`src/rtl/grid_access_sched.sv`:
```
// grid_access_sched
// Time-slot arbiter for the single-port 60x80 x 2-bit game-grid RAM (trail/border map).
// Even cycles (slot 0) belong to the VGA render read path. Odd cycles (slot 1) belong
// to the game engine. The engine clears the grid after reset/restart. It then runs one
// step per tick: write both trails, read both next cells and evaluate collisions.
//
// Ports
//   CLOCK_50, reset            system clock, synchronous active-high reset
//   reiniciar                  restart: abort any step, re-clear grid, clear game-over
//   tick                       one-cycle step request, accepted only while ready
//   p1/p2_cur_row/col          current cells, receive trail value 1 / 2
//   p1/p2_nxt_row/col          next cells, probed for collisions
//   pix_row/col                render cell request
//   pix_data, pix_valid        registered render result, valid pulse
//   mem_addr/we/wdata          external RAM port (combinational mux)
//   mem_rdata                  RAM read data, valid one cycle after the address
//   ready, step_done           engine idle / end-of-step pulse
//   collide1/2, game_over      last step result and sticky game-over flag
module grid_access_sched #(
  parameter int ROWS   = 60,
  parameter int COLS   = 80,
  parameter int BORDER = 2,
  parameter int AW     = 13
) (
  input  logic          CLOCK_50,
  input  logic          reset,
  input  logic          reiniciar,
  input  logic          tick,
  input  logic [5:0]    p1_cur_row,
  input  logic [6:0]    p1_cur_col,
  input  logic [5:0]    p1_nxt_row,
  input  logic [6:0]    p1_nxt_col,
  input  logic [5:0]    p2_cur_row,
  input  logic [6:0]    p2_cur_col,
  input  logic [5:0]    p2_nxt_row,
  input  logic [6:0]    p2_nxt_col,
  input  logic [5:0]    pix_row,
  input  logic [6:0]    pix_col,
  output logic [1:0]    pix_data,
  output logic          pix_valid,
  output logic [AW-1:0] mem_addr,
  output logic          mem_we,
  output logic [1:0]    mem_wdata,
  input  logic [1:0]    mem_rdata,
  output logic          ready,
  output logic          step_done,
  output logic          collide1,
  output logic          collide2,
  output logic          game_over
);

  typedef enum logic [2:0] {
    S_CLEAR, S_IDLE, S_WR1, S_WR2, S_RD1, S_RD2, S_EVAL, S_OVER
  } state_t;

  localparam logic [5:0] ROW_LAST = 6'(ROWS - 1);
  localparam logic [6:0] COL_LAST = 7'(COLS - 1);
  localparam logic [5:0] ROW_B_LO = 6'(BORDER);
  localparam logic [5:0] ROW_B_HI = 6'(ROWS - BORDER);
  localparam logic [6:0] COL_B_LO = 7'(BORDER);
  localparam logic [6:0] COL_B_HI = 7'(COLS - BORDER);

  function automatic logic in_grid(input logic [5:0] r, input logic [6:0] c);
    return (r <= ROW_LAST) && (c <= COL_LAST);
  endfunction

  // row*80 + col built from shifts; the largest legal cell is 4799, so AW bits never wrap
  function automatic logic [AW-1:0] cell_addr(input logic [5:0] r, input logic [6:0] c);
    return (AW'(r) << 6) + (AW'(r) << 4) + AW'(c);
  endfunction

  state_t     state, state_nxt;
  logic       slot;
  logic [5:0] clr_row;
  logic [6:0] clr_col;
  logic       tick_pend;
  logic [5:0] p1c_r, p1n_r, p2c_r, p2n_r;
  logic [6:0] p1c_c, p1n_c, p2c_c, p2n_c;
  logic [1:0] rd1;
  logic       render_d1, pix_ok_d1;
  logic       clr_border, clr_last, pix_ok;
  logic       p1c_ok, p2c_ok, p1n_ok, p2n_ok, same_nxt, hit1, hit2;

  assign clr_border = (clr_row < ROW_B_LO) || (clr_row >= ROW_B_HI) ||
                      (clr_col < COL_B_LO) || (clr_col >= COL_B_HI);
  assign clr_last   = (clr_row == ROW_LAST) && (clr_col == COL_LAST);
  assign pix_ok     = in_grid(pix_row, pix_col);
  assign p1c_ok     = in_grid(p1c_r, p1c_c);
  assign p2c_ok     = in_grid(p2c_r, p2c_c);
  assign p1n_ok     = in_grid(p1n_r, p1n_c);
  assign p2n_ok     = in_grid(p2n_r, p2n_c);
  assign same_nxt   = (p1n_r == p2n_r) && (p1n_c == p2n_c);

  // Collisions are resolved in the render-slot half of EVAL. rd1 was captured one slot
  // earlier. The p2 probe is still on mem_rdata at that point, so it needs no register.
  assign hit1 = (rd1 != 2'd0) || !p1n_ok || same_nxt;
  assign hit2 = (mem_rdata != 2'd0) || !p2n_ok || same_nxt;

  assign ready     = (state == S_IDLE);
  assign step_done = slot && (state == S_EVAL);

  // Slot phase: only a full reset realigns it, restart leaves it running
  always_ff @(posedge CLOCK_50) begin
    if (reset) slot <= 1'b0;
    else       slot <= ~slot;
  end

  // Engine state, clear counters, render pipeline and step results
  always_ff @(posedge CLOCK_50) begin
    if (reset || reiniciar) begin
      state     <= S_CLEAR;
      clr_row   <= '0;
      clr_col   <= '0;
      tick_pend <= 1'b0;
      rd1       <= '0;
      render_d1 <= 1'b0;
      pix_ok_d1 <= 1'b0;
      pix_data  <= '0;
      pix_valid <= 1'b0;
      collide1  <= 1'b0;
      collide2  <= 1'b0;
      game_over <= 1'b0;
    end else begin
      state     <= state_nxt;
      // A tick landing on a render cycle while idle is held for the next engine slot
      tick_pend <= (state == S_IDLE) && !slot && tick;
      render_d1 <= !slot;
      pix_ok_d1 <= pix_ok;
      pix_valid <= render_d1;
      if (render_d1) pix_data <= pix_ok_d1 ? mem_rdata : 2'd0;
      if (slot && (state == S_CLEAR)) begin
        if (clr_col == COL_LAST) begin
          clr_col <= '0;
          clr_row <= clr_row + 6'd1;
        end else begin
          clr_col <= clr_col + 7'd1;
        end
      end
      if (!slot && (state == S_RD2)) rd1 <= mem_rdata;
      if (!slot && (state == S_EVAL)) begin
        collide1  <= hit1;
        collide2  <= hit2;
        game_over <= game_over | hit1 | hit2;
      end
    end
  end

  // Step coordinates are frozen when the tick is seen so a step sees one consistent move
  always_ff @(posedge CLOCK_50) begin
    if ((state == S_IDLE) && tick) begin
      p1c_r <= p1_cur_row;
      p1c_c <= p1_cur_col;
      p1n_r <= p1_nxt_row;
      p1n_c <= p1_nxt_col;
      p2c_r <= p2_cur_row;
      p2c_c <= p2_cur_col;
      p2n_r <= p2_nxt_row;
      p2n_c <= p2_nxt_col;
    end
  end

  // RAM port mux and next state; the FSM only moves on engine slots
  always_comb begin
    state_nxt = state;
    mem_addr  = '0;
    mem_we    = 1'b0;
    mem_wdata = 2'd0;
    if (!slot) begin
      mem_addr = pix_ok ? cell_addr(pix_row, pix_col) : '0;
    end else begin
      case (state)
        S_CLEAR: begin
          mem_addr  = cell_addr(clr_row, clr_col);
          mem_we    = 1'b1;
          mem_wdata = clr_border ? 2'd3 : 2'd0;
          if (clr_last) state_nxt = S_IDLE;
        end
        S_IDLE: if (tick || tick_pend) state_nxt = S_WR1;
        S_WR1: begin
          mem_addr  = p1c_ok ? cell_addr(p1c_r, p1c_c) : '0;
          mem_we    = p1c_ok;
          mem_wdata = 2'd1;
          state_nxt = S_WR2;
        end
        S_WR2: begin
          mem_addr  = p2c_ok ? cell_addr(p2c_r, p2c_c) : '0;
          mem_we    = p2c_ok;
          mem_wdata = 2'd2;
          state_nxt = S_RD1;
        end
        S_RD1: begin
          mem_addr  = p1n_ok ? cell_addr(p1n_r, p1n_c) : '0;
          state_nxt = S_RD2;
        end
        S_RD2: begin
          mem_addr  = p2n_ok ? cell_addr(p2n_r, p2n_c) : '0;
          state_nxt = S_EVAL;
        end
        S_EVAL:  state_nxt = (collide1 || collide2) ? S_OVER : S_IDLE;
        S_OVER:  state_nxt = S_OVER;
        default: state_nxt = S_CLEAR;
      endcase
    end
  end

endmodule

```
`config.mk`:
```
export PLATFORM = sky130hd
export DESIGN_NAME = grid_access_sched
export DESIGN_NICKNAME = d
export VERILOG_FILES = /design/src/rtl/grid_access_sched.sv
export SDC_FILE = /design/constraint.sdc
export NUM_CORES = 1
export LEC_CHECK = 0
export ABC_AREA = 1
export CORE_ASPECT_RATIO = 1.25
export CORE_MARGIN = 10
export CORE_UTILIZATION = 59
export CTS_CLUSTER_SIZE = 16
export DETAILED_ROUTE_END_ITERATION = 6
export HOLD_SLACK_MARGIN = 0.06
export PLACE_DENSITY = 0.84
export RECOVER_POWER = 50
export SYNTH_ARGS = -nofsm -noshare
export SYNTH_HDL_FRONTEND = slang
export SYNTH_SLANG_ARGS = --single-unit
```
`constraint.sdc`:
```
create_clock -name CLOCK_50 -period 6.75 [get_ports CLOCK_50]
set_input_delay 1.35 -clock CLOCK_50 [delete_from_list [all_inputs] [get_ports CLOCK_50]]
set_output_delay 1.35 -clock CLOCK_50 [all_outputs]
set_load 0.02 [all_outputs]
```
==> metrics.txt, run 1 <==
sequential element share of the synthesized area 34.8%; Clk pin slew, worst setup/hold paths 0.07 ns; post-synthesis adder-cell area fraction 17.9%; FILL cells 811; Crit Path Category in2out; fin crit period 5.64 ns; Synth Instances 795; Post-CTS Setup Inserts 0; r2r endpoint p1n_r[0]; Critical Path RT 5.40 ns; Worst-Margin Slew 2.77 ns; Global Route Usage Sum 21.5%; first-pass GRT wire length 26.5 mm; Slew Viols, Final 53; CTS tree built; final hold vios 0; DP Wirelength 13.0 mm; Worst R2R Path Depth 5; DRC viols 0; DR iter-0 viols 380; mux contribution to synthesized area 0%; Die ar. 14800 µm²; post-synth top area share 25.6%; cts bufs inserted 9; Layout area overhead 22.0%; num ports 95; critical path peak fanout 3; cts repair resizes 0; clk buf depth 2; status finished, violations left; Netlist cell types 42; DR vias 5570; area of the multi-input gates 3450 µm²; global placement routability congestion 0.928; Overflow after GRT 0; core area 10100 µm²; crit path DAT 4.29 ns; Area contributors post-synth edfxtp_1, ha_1, nand2_1; initial antenna violation count 0; hold path startpoint pix_data[0]; Syn Std Cell Area 6090 µm²; largest net degree at the start of global routing 53; fin area 7440 µm²; maximum vdd drop 133 µV; Port Buffer Count 94; initial core utilization 60.3%; LEAKAGE 3.53 nW; clk_skew 0.00768 ns; final number of setup-violating endpoints 0; synth warn 0; Synth Register Bits 80; ANT cells 0; syn_area_per_cell 7.67 µm²; vias in the first global route 5616; CTS Sinks 80; Min-Delay Path Class reg2reg; EDFF count, synth 52; Synth area leader edfxtp_1; compound-gate portion of the synthesized area 8.87%; reg-to-reg slack, setup 3.36 ns; layout cells sized above 1 4.68%; drt pass-1 iters 6; Final nets 1044; Primary FF master, synth edfxtp_1; routed len/inst 15.4 µm; XOR/XNOR share of the synthesized area 1.44%; main combinational cell family by area after synthesis simple AND/OR/NAND/NOR gates; power per standard cell area 149 nW/µm²; die width 111 µm; Antenna Violating Nets Remaining 0; root buf cell clkbuf_16; hold path endpoint pix_data[0]; Crit Reg-Reg Startpoint state[0]; dpl cell area 7170 µm²; Setup TNS 0 ns; post-DR vias/cell 5.42; Hold Path Depth 2; Final period util 83.6%; Worst Setup Start Kind primary input; Post-Syn Nets 946; RSZ-0062 raised after global routing no; Hold-fix buffers, CTS 0; failing checks capacitance limit, slew limit; top post-synthesis cells by count nand2_1, inv_1, ha_1; Worst-Skew Late Latency 0.35 ns; Worst slew margin -84.8%; Simple-Gate Fraction of Synth Area 28.3%; top-count cell post-synth nand2_1; Die H 134 µm; max cap viols 1; FF/Latch Area 2120 µm²; Row Count 41; crit end category output port; FMAX 0.177 GHz; drt total wl 15.8 mm; Async S/R FF share, synth 0%; Crit. Startpoint pix_row[2]; CTS H-tree lvls 3
metal layers:
| metal | GRT usage (%) | up-vias | wire, µm |
|---|---|---|---|
| li1 | - | 2801 | - |
| met1 | 25.5 | 2555 | 6620 |
| met2 | 37.2 | 188 | 7810 |
| met3 | 4.63 | 26 | 994 |
| met4 | 7.75 | 0 | 399 |
| met5 | 0 | - | 0 |
cells in the final DEF, fill, tap and decap left out, types with 10 or more instances in the layout:
cell type,n
clkdlybuf4s50_1,37
nand4_1,10
edfxtp_1,52
nand3_1,58
nand2_1,221
o21ai_1,19
nor3_1,10
dlygate4sd3_1,57
ha_1,68
fa_1,12
a21oi_1,36
o21ai_0,28
dfxtp_1,28
inv_1,122
nor2_1,60
through the flow:
stage	util (%)	std cells	hold slack, ns	setup WS [ns]	power, W
global route	73.6	1027	0.529	0.905	0.00114
floorplan	-	795	0.458	2.27	0.000590
CTS	73.6	1027	0.509	1.11	0.00112
detailed placement	71.0	1011	0.489	1.11	0.000667
finish	73.6	1027	0.503	1.11	0.00111
global placement	71.0	1011	0.479	1.20	0.000662
power breakdown:
part	switching (W)	internal [W]
Combinational	0.0000614	0.0000653
Sequential	0.00000108	0.000522
Clock	0.000210	0.000249
state kept, by name, summed over array words and instances, names as in the netlist, 2 cells and up:
signal / cells
clr_col: 7
p1c_c: 7
p2n_c: 7
pix_data: 2
rd1: 2
clr_row: 6
p2c_c: 7
p1n_c: 7
state: 3
p2n_r: 6
p1n_r: 6
p2c_r: 6
p1c_r: 6
worst max-delay path, cell delays in order:
cell,delay [ns]
clkdlybuf4s50_1,0.49
fa_1,0.58
inv_1,0.08
fa_1,0.45
nand3b_1,0.17
nand2_1,0.10
nand2_1,0.06
nand2_1,0.05
a21oi_1,0.07
xor2_1,0.13
nand2_1,0.06
nand2_1,0.09
clkdlybuf4s50_1,0.60
worst max path at each step:
stage | end | cells after the start
6_report | mem_addr[11] | 13
5_1_grt | mem_addr[11] | 13
4_1_cts | mem_addr[11] | 13
3_5_place_dp | mem_addr[11] | 13
3_3_place_gp | mem_addr[11] | 13
2_1_floorplan | mem_addr[11] | 11
cell type report:
| cell class | count | share of cell area, % |
|---|---|---|
| Multi-Input combinational cell | 578 | 46.4 |
| Sequential cell | 80 | 28.5 |
| Timing Repair Buffer | 96 | 12.8 |
| Inverter | 128 | 6.50 |
| Clock buffer | 11 | 3.13 |
| Tap cell | 129 | 2.17 |
| Clock inverter | 5 | 0.471 |
cell families after synthesis:
family	Yosys count
AOI/OAI and AO/OA	99
xor gates and xnor gates	10
adders and majority gates	80
buffers and inverters	137
and+or+nand+nor	389
DFF	80
Note: power is estimated with default switching activity, not from simulation.
==> inputs of run 2 (changes only) <==
Settings changed: CORE_UTILIZATION 59 to 55, PLACE_DENSITY 0.84 to 0.79.
Clock period 6.75 ns to 5.6 ns, I/O delays scaled along.
==> metrics.txt, run 2 (synthesis gave the netlist of run 1 again) <==
status finished, violations left; failing checks capacitance limit, slew limit; Crit Reg-Reg Startpoint state[0]; DR iter-0 viols 338; Top cell by count, worst path nand2_1; num ports 95; Die H 138 µm; Worst Path Buf+Inv 3; Setup TNS 0 ns; Crit path max-delay family buffers and inverters; final hold vios 0; die width 114 µm; Min-Delay Path Class reg2reg; Worst R2R Path Depth 5; ANT cells 0; crit end category output port; Hold-fix buffers, CTS 0; initial core utilization 56.9%; critical path peak fanout 3; CTS H-tree lvls 3; layout cells sized above 1 4.90%; LEAKAGE 3.57 nW; r2r endpoint p2n_c[4]; crit path DAT 4.03 ns; largest net degree at the start of global routing 53; Clk pin slew, worst setup/hold paths 0.05 ns; CP endpoint mem_addr[11]; drt total wl 15.7 mm; fin crit period 5.15 ns; cts bufs inserted 9; max cap viols 1; CP max stage cell clkdlybuf4s50_1; CTS Sinks 80; commonest non-fill, non-tap cell in the layout nand2_1; RSZ-0062 raised after global routing no; Layout area overhead 22.9%; Hold Path Depth 2; most frequent cells in the layout nand2_1, inv_1, ha_1, nor2_1, nand3_1; reg-to-reg slack, setup 2.25 ns; core area 10700 µm²; Final period util 92.0%; Row Count 42; final number of setup-violating endpoints 0; clk_skew 0.00925 ns; root buf cell clkbuf_16; Levels on crit path 13; Post-CTS Setup Inserts 0; Crit Path Category in2out; critical path cell sequence clkdlybuf4s50_1 -> fa_1 -> inv_1 -> fa_1 -> nand3b_1 -> nand2_1 -> nand2_1 -> nand2_1 -> a21oi_1 -> xor2_1 -> nand2_1 -> nand2_1 -> clkdlybuf4s50_1; post-layout util 69.9%; power per standard cell area 188 nW/µm²; cts repair resizes 0; Final nets 1045; maximum vdd drop 187 µV; global placement routability congestion 0.935; Die ar. 15700 µm²; CTS tree built; Overflow after GRT 0; routed len/inst 15.2 µm; Crit. Startpoint pix_row[0]; Worst slew margin -79.8%; vias in the first global route 5809; DRC viols 0; DP Wirelength 12.9 mm; post-DR vias/cell 5.44; initial antenna violation count 0; DR vias 5600; Worst-Margin Slew 2.70 ns; first-pass GRT wire length 26.6 mm; Slew Viols, Final 53; Critical Path RT 4.48 ns; Worst Setup Start Kind primary input; Worst path max stage delay 0.60 ns; Antenna Violating Nets Remaining 0; FMAX 0.194 GHz; clk buf depth 2; Worst-Skew Late Latency 0.34 ns; Port Buffer Count 94; Global Route Usage Sum 20.8%; drt pass-1 iters 5
-- run 2: per-layer routing --
layer	global-route usage [%]	wire length, µm	vias up
met4	11.4	606	0
met1	22.5	6050	2558
li1	-	-	2808
met5	0	0	-
met2	36.9	8020	195
met3	4.61	973	39
-- run 2: cell type report --
cell class                      count  area, µm²
Timing Repair Buffer               97        960
Fill cell                         867       3230
Tap cell                          132        165
Multi-Input combinational cell    578       3450
Inverter                          128        483
Sequential cell                    80       2120
Clock buffer                       10        229
Clock inverter                      5       82.6
-- run 2: per-stage QoR --
step | std cells | total power [W] | cell area [µm²] | hold slack, ns | worst slack (ns)
CTS | 1030 | 0.00142 | 7490 | 0.494 | 0.445
finish | 1030 | 0.00141 | 7490 | 0.491 | 0.449
floorplan | 795 | 0.000711 | 6090 | 0.458 | 1.58
global route | 1030 | 0.00146 | 7490 | 0.536 | 0.269
detailed placement | 1015 | 0.000803 | 7180 | 0.486 | 0.455
global placement | 1015 | 0.000797 | 7180 | 0.473 | 0.525
-- run 2: where the power goes --
group,leakage (nW),internal (W),switching (W)
clock network,0.153,0.000389,0.000236
logic,2.72,0.0000793,0.0000728
registers,0.694,0.000629,0.00000139
-- run 2: how the worst min path moves through the flow --
stage / start / endpoint / slack, ns
floorplan: render_d1 / pix_valid / 0.46
global placement: collide2 / collide2 / 0.47
detailed placement: collide2 / collide2 / 0.49
CTS: collide2 / collide2 / 0.49
global route: collide1 / collide1 / 0.54
finish: collide2 / collide2 / 0.49
-- run 2: worst register-to-register path, cell delays in order, from the launching register on --
cell and delay (ns):
dfxtp_1 0.47, inv_2 0.10, nor2_2 0.14, nand2_1 0.15, nor2_4 0.10, clkbuf_1 1.89
==> inputs of run 3 (changes only) <==
Settings changed: ABC_CLOCK_PERIOD_IN_PS set to 5600, SLEW_MARGIN set to 20.
==> results of run 3 <==
Same layout as run 2: the final DEF is identical, and so are final timing and power.
